## src/rtl/fpu_op_issue_pkg.sv

```systemverilog
// fpu_op_issue_pkg: shared FPU opcode constants and the FP-opcode classifier.
// Used by the issue queue and the sequencer map decode so both agree on what is an FP op.
package fpu_op_issue_pkg;

    localparam logic [7:0] OP_FADD  = 8'h62;
    localparam logic [7:0] OP_DADD  = 8'h63;
    localparam logic [7:0] OP_FSUB  = 8'h66;
    localparam logic [7:0] OP_DSUB  = 8'h67;
    localparam logic [7:0] OP_FMUL  = 8'h6a;
    localparam logic [7:0] OP_DMUL  = 8'h6b;
    localparam logic [7:0] OP_FDIV  = 8'h6e;
    localparam logic [7:0] OP_DDIV  = 8'h6f;
    localparam logic [7:0] OP_FREM  = 8'h72;
    localparam logic [7:0] OP_DREM  = 8'h73;
    localparam logic [7:0] OP_I2F   = 8'h86;
    localparam logic [7:0] OP_I2D   = 8'h87;
    localparam logic [7:0] OP_L2F   = 8'h89;
    localparam logic [7:0] OP_L2D   = 8'h8a;
    localparam logic [7:0] OP_F2I   = 8'h8b;
    localparam logic [7:0] OP_F2L   = 8'h8c;
    localparam logic [7:0] OP_F2D   = 8'h8d;
    localparam logic [7:0] OP_D2I   = 8'h8e;
    localparam logic [7:0] OP_D2L   = 8'h8f;
    localparam logic [7:0] OP_D2F   = 8'h90;
    localparam logic [7:0] OP_FCMPL = 8'h95;
    localparam logic [7:0] OP_FCMPG = 8'h96;
    localparam logic [7:0] OP_DCMPL = 8'h97;
    localparam logic [7:0] OP_DCMPG = 8'h98;

    function automatic logic is_fp_op(input logic [7:0] op);
        return op inside {OP_FADD, OP_DADD, OP_FSUB, OP_DSUB, OP_FMUL, OP_DMUL,
                          OP_FDIV, OP_DDIV, OP_FREM, OP_DREM, OP_I2F, OP_I2D,
                          OP_L2F, OP_L2D, OP_F2I, OP_F2L, OP_F2D, OP_D2I,
                          OP_D2L, OP_D2F, OP_FCMPL, OP_FCMPG, OP_DCMPL, OP_DCMPG};
    endfunction

endpackage

```

## src/rtl/fpu_issue_fifo.sv

```systemverilog
// fpu_issue_fifo: DEPTH-entry opcode+operand FIFO with head/tail pointers and occupancy count.
// Ports: clk, reset_l (async active-low); push_i/pop_i/flush_i controls (pre-qualified by the
// caller); wr_op_i/wr_a_i/wr_b_i tail write data; rd_op_o/rd_a_o/rd_b_o raw head entry
// (unmasked); count_o occupancy.
module fpu_issue_fifo #(
    parameter int DEPTH  = 2,
    parameter int DATA_W = 64
) (
    input  logic              clk,
    input  logic              reset_l,
    input  logic              push_i,
    input  logic              pop_i,
    input  logic              flush_i,
    input  logic [7:0]        wr_op_i,
    input  logic [DATA_W-1:0] wr_a_i,
    input  logic [DATA_W-1:0] wr_b_i,
    output logic [7:0]        rd_op_o,
    output logic [DATA_W-1:0] rd_a_o,
    output logic [DATA_W-1:0] rd_b_o,
    output logic [2:0]        count_o
);

    localparam int PW = (DEPTH > 2) ? 2 : 1;
    localparam int EW = 8 + 2 * DATA_W;
    localparam logic [PW-1:0] LAST = PW'(DEPTH - 1);

    logic [EW-1:0] mem_q [DEPTH];
    logic [PW-1:0] head_q, head_d, tail_q, tail_d;
    logic [2:0]    count_q, count_d;

    always_comb begin
        head_d  = flush_i ? '0 : pop_i  ? (head_q == LAST ? '0 : head_q + PW'(1)) : head_q;
        tail_d  = flush_i ? '0 : push_i ? (tail_q == LAST ? '0 : tail_q + PW'(1)) : tail_q;
        count_d = flush_i ? '0 : count_q + {2'b00, push_i} - {2'b00, pop_i};
    end

    always_ff @(posedge clk or negedge reset_l) begin
        if (!reset_l) begin
            head_q  <= '0;
            tail_q  <= '0;
            count_q <= '0;
        end else begin
            head_q  <= head_d;
            tail_q  <= tail_d;
            count_q <= count_d;
        end
    end

    // Storage is not reset; the top masks the head whenever the queue is empty.
    always_ff @(posedge clk) begin
        if (push_i && !flush_i)
            mem_q[tail_q] <= {wr_op_i, wr_a_i, wr_b_i};
    end

    assign {rd_op_o, rd_a_o, rd_b_o} = mem_q[head_q];
    assign count_o = count_q;

endmodule

```

## src/rtl/fpu_op_issue.sv

```systemverilog
// fpu_op_issue: FP opcode/operand issue queue feeding the FPU microcode sequencer.
// Inputs: clk, reset_l (async active-low), iu_fpop/iu_fpop_valid/iu_op_a/iu_op_b offer from
// the integer unit, nx_opcode_look (sequencer sample), fpuhold (freeze), fpkill (flush).
// Outputs: fpu_rdy (accept this cycle), iu_fpop_err (non-FP drop pulse), nx_opcode/
// nx_fpop_valid/nx_op_a/nx_op_b head entry (zero when empty), fq_count occupancy.
module fpu_op_issue
    import fpu_op_issue_pkg::*;
#(
    parameter int DEPTH  = 2,
    parameter int DATA_W = 64
) (
    input  logic              clk,
    input  logic              reset_l,
    input  logic [7:0]        iu_fpop,
    input  logic              iu_fpop_valid,
    input  logic [DATA_W-1:0] iu_op_a,
    input  logic [DATA_W-1:0] iu_op_b,
    output logic              fpu_rdy,
    output logic              iu_fpop_err,
    output logic [7:0]        nx_opcode,
    output logic              nx_fpop_valid,
    output logic [DATA_W-1:0] nx_op_a,
    output logic [DATA_W-1:0] nx_op_b,
    input  logic              nx_opcode_look,
    input  logic              fpuhold,
    input  logic              fpkill,
    output logic [2:0]        fq_count
);

    logic              full, pop, offer, push, err_d, err_q;
    logic [7:0]        head_op;
    logic [DATA_W-1:0] head_a, head_b;

    always_comb begin
        full          = fq_count == 3'(DEPTH);
        nx_fpop_valid = fq_count != 3'd0;
        pop           = nx_fpop_valid && nx_opcode_look && !fpuhold && !fpkill;
        // A full queue frees a slot only when the head retires in the same cycle.
        fpu_rdy       = !full || pop;
        offer         = iu_fpop_valid && fpu_rdy && !fpkill && !fpuhold;
        push          = offer && is_fp_op(iu_fpop);
        err_d         = offer && !is_fp_op(iu_fpop);
        nx_opcode     = nx_fpop_valid ? head_op : '0;
        nx_op_a       = nx_fpop_valid ? head_a : '0;
        nx_op_b       = nx_fpop_valid ? head_b : '0;
    end

    always_ff @(posedge clk or negedge reset_l) begin
        if (!reset_l)
            err_q <= 1'b0;
        else
            err_q <= err_d;
    end

    assign iu_fpop_err = err_q;

    fpu_issue_fifo #(
        .DEPTH (DEPTH),
        .DATA_W(DATA_W)
    ) u_fifo (
        .clk    (clk),
        .reset_l(reset_l),
        .push_i (push),
        .pop_i  (pop),
        .flush_i(fpkill),
        .wr_op_i(iu_fpop),
        .wr_a_i (iu_op_a),
        .wr_b_i (iu_op_b),
        .rd_op_o(head_op),
        .rd_a_o (head_a),
        .rd_b_o (head_b),
        .count_o(fq_count)
    );

endmodule

```

## config.mk

```make
export PLATFORM = sky130hd
export DESIGN_NAME = fpu_op_issue
export DESIGN_NICKNAME = d
export VERILOG_FILES = /design/src/rtl/fpu_op_issue_pkg.sv /design/src/rtl/fpu_issue_fifo.sv /design/src/rtl/fpu_op_issue.sv
export SDC_FILE = /design/constraint.sdc
export NUM_CORES = 1
export LEC_CHECK = 0
export CAP_MARGIN = 25
export CELL_PAD_IN_SITES_DETAIL_PLACEMENT = 0
export CELL_PAD_IN_SITES_GLOBAL_PLACEMENT = 2
export CORE_MARGIN = 3
export CORE_UTILIZATION = 34
export DETAILED_ROUTE_END_ITERATION = 8
export PLACE_DENSITY_LB_ADDON = 0.1
export SYNTH_ARGS = -nofsm -noshare
export SYNTH_HDL_FRONTEND = slang
export SYNTH_SLANG_ARGS = --single-unit
```

## constraint.sdc

```tcl
create_clock -name clk -period 8.7 [get_ports clk]
set_input_delay 1.74 -clock clk [delete_from_list [all_inputs] [get_ports clk]]
set_output_delay 1.74 -clock clk [all_outputs]
set_load 0.1 [all_outputs]
```

-- Word-level counts from Yosys, hierarchy flattened
Memories as Yosys holds them, arrays and structs flattened.
Cells that the tools add are included.
- logic and storage cells: 64
- bits in writable memories: 272
- register bits: 6
- memories: 1
- output and inout port bits: 142
- memories (memory ; words ; bits a word ; read ports ; clocked after Yosys merged registers in ; wr ports ; RTL line ; RTL):
    u_fifo.mem_q ; 2 ; 136 ; 1 ; 0 ; 1 ; fpu_issue_fifo.sv:27 ; logic [EW-1:0] mem_q [DEPTH];
- reductions and logical operators: 18
- mux-type cells: 12
- $add $sub $neg: 4
- eq/ne operators: 25
- operator list (operator ; count):
    two-way mux 64 bit ; 2
    equality test 8 bit (second input constant) ; 14
    equality test 8 x 7 -> 1 bit (second input constant) ; 10
    nonzero test 24 bit ; 1
    logical AND 1 bit ; 9
    two-way mux 1 bit ; 8
    two-way mux 8 bit ; 1
    zero test 1 bit ; 4
    nonzero test 2 bit ; 2
    adder 3 x 1 -> 3 bit ; 1
    equality test 3 x 2 -> 1 bit (second input constant) ; 1
    two-way mux 3 bit ; 1
    nonzero test 3 bit ; 1
    subtractor 3 x 1 -> 3 bit ; 1
    adder 1 bit (second input constant) ; 2
    logical OR 1 bit ; 1

-- Depth between registers and ports, before layout
- depth in word-level cells: 12
- depth in mapped cells: 11

-- Hierarchy
A second synthesis with hierarchy kept.
- cell total of the unflattened synthesis: 617
- area total of the unflattened synthesis: 11314.6 µm²
- modules (own cells, without submodules) (module ; times used ; cells each ; sequential area each (µm²) ; area each (µm²)):
    fpu_issue_fifo ; 1 ; 444 ; 8293.0 ; 10152.2
    fpu_op_issue ; 1 ; 173 ; 25.0 ; 1162.4

-- Worst setup path before layout
Ideal clock, no wire load.
- path kind: input to register
- start: input port iu_fpop[7]
- end: register u_fifo.tail_q
- setup time: 106 ps
- stages on the path: 5
- path slack: 585 ps
- data arrival time: 8009 ps
- path buffers: 0
- cells stage by stage: or2b_1 > o21ai_0 > nand3_1 > nor3_2 > o21bai_1
- longest elaborated chain between the ends: 4
- RTL lines (element ; RTL line ; RTL):
    from (decl) ; fpu_op_issue.sv:14 ; input logic [7:0] iu_fpop,
    equality test 8 x 7 -> 1 bit or equality test 8 bit (tied branches) ; fpu_op_issue_pkg.sv:31 ; return op inside {OP_FADD, OP_DADD, OP_FSUB, OP_DSUB, OP_FMUL, OP_DMUL,
    nonzero test 24 bit (*) ; fpu_op_issue_pkg.sv:31 ;
    logical AND 1 bit (*) ; fpu_op_issue.sv:41 ; push = offer && is_fp_op(iu_fpop);
    nonzero test 2 bit (no line) (*) ; - ;
    to (signal assigned) ; fpu_issue_fifo.sv:44 ; tail_q <= tail_d;
    to (decl) ; fpu_issue_fifo.sv:28 ; logic [PW-1:0] head_q, head_d, tail_q, tail_d;
Every way passes the cells marked *; elsewhere a longest branch is shown, timed or not.
A chain may end at the register's enable or synchronous reset.

-- Final worst setup path
- start: input port fpkill
- end: output port fpu_rdy
- longest elaborated chain between the ends: 3
- RTL lines (element ; RTL line ; RTL):
    from (decl) ; fpu_op_issue.sv:26 ; input logic fpkill,
    zero test 1 bit ; fpu_op_issue.sv:37 ; pop = nx_fpop_valid && nx_opcode_look && !fpuhold && !fpkill;
    logical AND 1 bit ; fpu_op_issue.sv:37 ;
    logical OR 1 bit ; fpu_op_issue.sv:39 ; fpu_rdy = !full || pop;
    to (decl) ; fpu_op_issue.sv:18 ; output logic fpu_rdy,
Every way passes these cells.

==> impl_metrics.py <==
metrics = {
    "min_path": {
        "hold_class": "flop to flop",
    },
    "sta": {
        "slew_headroom": 0.294,
        "finalWorstSetupSlack_ns": 2.82,
        "clock.fmax_mhz": 170,
        "rsz0062_at_grt": "no",
        "timing.hold.ws_ns": 0.602,
        "slew_violations": 0,
        "finClkSkew_ns": 0.00906,
        "tns_ns": 0,
        "period_share": 0.675,
        "worst_slew_pin_slew_ns": 1.06,
        "period_minus_slack_ns": 5.88,
        "setup_viol": 0,
        "final_hold_viol_count": 0,
    },
    "cts": {
        "worst_skew_pair.late_latency_ns": 0.54,
        "cts_sinks": 278,
        "post_cts_resized": 0,
        "cts_buffer_depth": 3,
        "post_cts_buffers": 0,
        "htreeDepth": 1,
        "hold_buffers": 0,
        "cts.clk_slew.worst_paths_ns": 0.05,
        "cts_tree": "done",
        "clock-root-buffer": "clkbuf_16",
        "cts_buffers": 30,
    },
    "place": {
        "gp_congestion": 0.698,
        "hpwl_um": 15900,
        "port_buffers": 283,
        "place_ws_ns": 2.81,
    },
    "floorplan": {
        "die_area_sq_mm": 0.0334,
        "die_w_um": 183,
        "core_sq_mm": 0.0307,
        "rows": 64,
        "die_y_um": 183,
        "ios": 284,
        "start_util": 0.347,
    },
    "route": {
        "dr_wl_met3_um": 1740,
        "vias": 6082,
        "drt-pass1-iter-count": 4,
        "postRouteAntennaNets": 0,
        "drc": 0,
        "wl_per_cell_um": 18.5,
        "wl_met2_um": 12300,
        "postRouteWirelength_um": 24600,
        "drtIter0Drc": 240,
        "routed.top_layer": "met5",
        "via_per_inst": 4.57,
        "m1WireLength_um": 10100,
    },
    "synthesis": {
        "synth.most_common_cell": "edfxtp_1",
        "yosysWarnings": 0,
        "synth_fp_nets": 767,
        "synthTopCellsByArea": "edfxtp_1 77%, mux2i_1 13%, nor2_1 5.1%, dfrtp_1 1.4%, buf_2 1.3%",
        "synth_compound_area_frac": 0.00400,
        "synth_common_cells": "272 x edfxtp_1, 143 x nor2_1, 137 x mux2i_1, 28 x buf_2, 6 x dfrtp_1",
        "ys.flop_type": "edfxtp_1",
        "syn-cell-area_sq_mm": 0.0106,
        "synthSimpleGateAreaFrac": 0.0623,
        "synth_top_cell_by_area": "edfxtp_1",
        "yosysSeqAreaShare": 0.783,
        "async_reset_ff_frac": 0.0216,
        "synth_seq_cells": 278,
        "syn_inst": 622,
        "synth_adder_area_share": 0.00424,
        "synth-edff-count": 272,
        "synth_top_family_by_area": "multiplexers",
        "synth_xor_area_frac": 0.00247,
        "synth_cell_types": 30,
        "synthDominantCellAreaShare": 0.769,
        "syn-mean-instance-area_sq_um": 17.1,
        "synthMuxAreaShare": 0.129,
    },
    "pwr": {
        "leakagePower_nw": 4.62,
        "ir_worst_vdd_mv": 0.131,
        "clkPwrFrac": 0.351,
        "switching_share": 0.289,
        "pwr-share-comb": 0.188,
        "p_seq_frac": 0.461,
        "p_sw_mw": 0.929,
        "powerDensity_mw_per_mm2": 217,
        "intPower_mw": 2.28,
    },
    "global_route": {
        "grt_pass1_vias": 6606,
        "overflow": 0,
        "track_usage": 0.141,
        "grt_start_max_net_pins": 131,
        "grt_pass1_wl_um": 37100,
        "antenna_found_initial": 2,
    },
    "setup_path": {
        "required_ns": 6.96,
        "worst-setup-path-type": "input pin to output port",
        "worst_setup_path_start_kind": "input pin",
        "end_kind": "output port",
        "critPathMaxFanout": 7,
        "crit_arrival_ns": 4.14,
    },
    "layout": {
        "fin_util": 0.482,
        "drive_gt1_frac": 0.0567,
        "diodes": 0,
        "nets": 1060,
        "areaGrowthSynthToFinish_pct": 39.1,
    },
    "run": {
        "cap_violations": 0,
    },
    "run_status": {
        "status": "finished, final reports clean",
    },
}
path summary, 6_finish.rpt:
check                                             from                       endpoint  slack (ns)  cells past startpoint
min in group asynchronous                      reset_l      u_fifo.head_q$_DFFE_PN0P_        1.44                      1
min reg2reg                  u_fifo.tail_q$_DFFE_PN0P_      u_fifo.tail_q$_DFFE_PN0P_        0.60                      2
max reg2reg                u_fifo.count_o[1]$_DFF_PN0_  u_fifo.mem_q[1][78]$_DFFE_PP_        5.61                      6
max                                             fpkill                        fpu_rdy        2.82                      4
max in group asynchronous                      reset_l      u_fifo.head_q$_DFFE_PN0P_        7.02                      1
min                          u_fifo.tail_q$_DFFE_PN0P_      u_fifo.tail_q$_DFFE_PN0P_        0.60                      2
power by group through the flow:
stage	sequential, mW	combinational [mW]	clock, mW
final	1.48	0.604	1.13
after global routing	1.48	0.626	1.22
after CTS	1.48	0.610	1.17
after detailed placement	1.51	0.609	0
after global placement	1.51	0.605	0
after floorplan	1.51	0.413	0
stage by stage:
stage	instances	total power [mW]	instance area (sq um)
detailed placement	1279	2.12	13900
floorplan	622	1.93	10600
global route	1331	3.33	14800
global placement	1278	2.11	13900
finish	1331	3.21	14800
CTS	1331	3.26	14800
sequential cells by signal, summed over array words and instances (netlist names):
register	count
iu_fpop_err	1
u_fifo.count_o	3
u_fifo.head_q	1
u_fifo.mem_q	272
u_fifo.tail_q	1
cells by family (layout without fill, tap and decap cells):
logic type      count (synthesis)  after routing
compound gates                  7              7
xor+xnor                        3              3
fa+ha+maj                       3              3
buf+inv                        34            347
flops                         278            278
mux                           137            137
simple gates                  160            160
cell usage in the layout (no fill, tap or decap), drive strengths merged:
cell / netlist / layout
a21oi: 2 / 2
and2: 1 / 1
buf: 28 / 8
clkbuf: 2 / 38
clkdlybuf4s50: 0 / 283
clkinv: 0 / 12
clkinvlp: 0 / 2
dfrtp: 6 / 6
edfxtp: 272 / 272
fa: 1 / 1
ha: 2 / 2
inv: 4 / 4
mux2i: 137 / 137
nand2: 1 / 1
nand2b: 2 / 2
nand3: 2 / 2
nand4b: 1 / 1
nor2: 144 / 144
nor2b: 1 / 1
nor3: 2 / 2
nor3b: 1 / 1
nor4b: 3 / 3
o21a: 1 / 1
o21ai: 2 / 2
o21bai: 1 / 1
o31ai: 1 / 1
or2b: 1 / 1
or3b: 1 / 1
xnor2: 2 / 2
xor2: 1 / 1
worst max-delay path, cell delays in order:
cell             delay [ns]
clkdlybuf4s50_1        0.54
or3b_2                 0.55
nand3_1                0.12
clkdlybuf4s50_1        1.18
metal layers:
metal,vias up,GRT usage
met4,4,0.0321
met1,2959,0.173
li1,2893,-
met5,-,0
met2,187,0.246
met3,39,0.0417
final cells by class:
cell class | instances | area (sq um)
clock buffer | 38 | 802
clock inverter | 14 | 66.3
fill | 2689 | 15900
inverter | 4 | 15.0
multi-input combinational | 310 | 2160
sequential | 278 | 8320
tap | 396 | 495
timing repair buffer | 291 | 2930
Note: power is estimated with default switching activity, not from simulation.
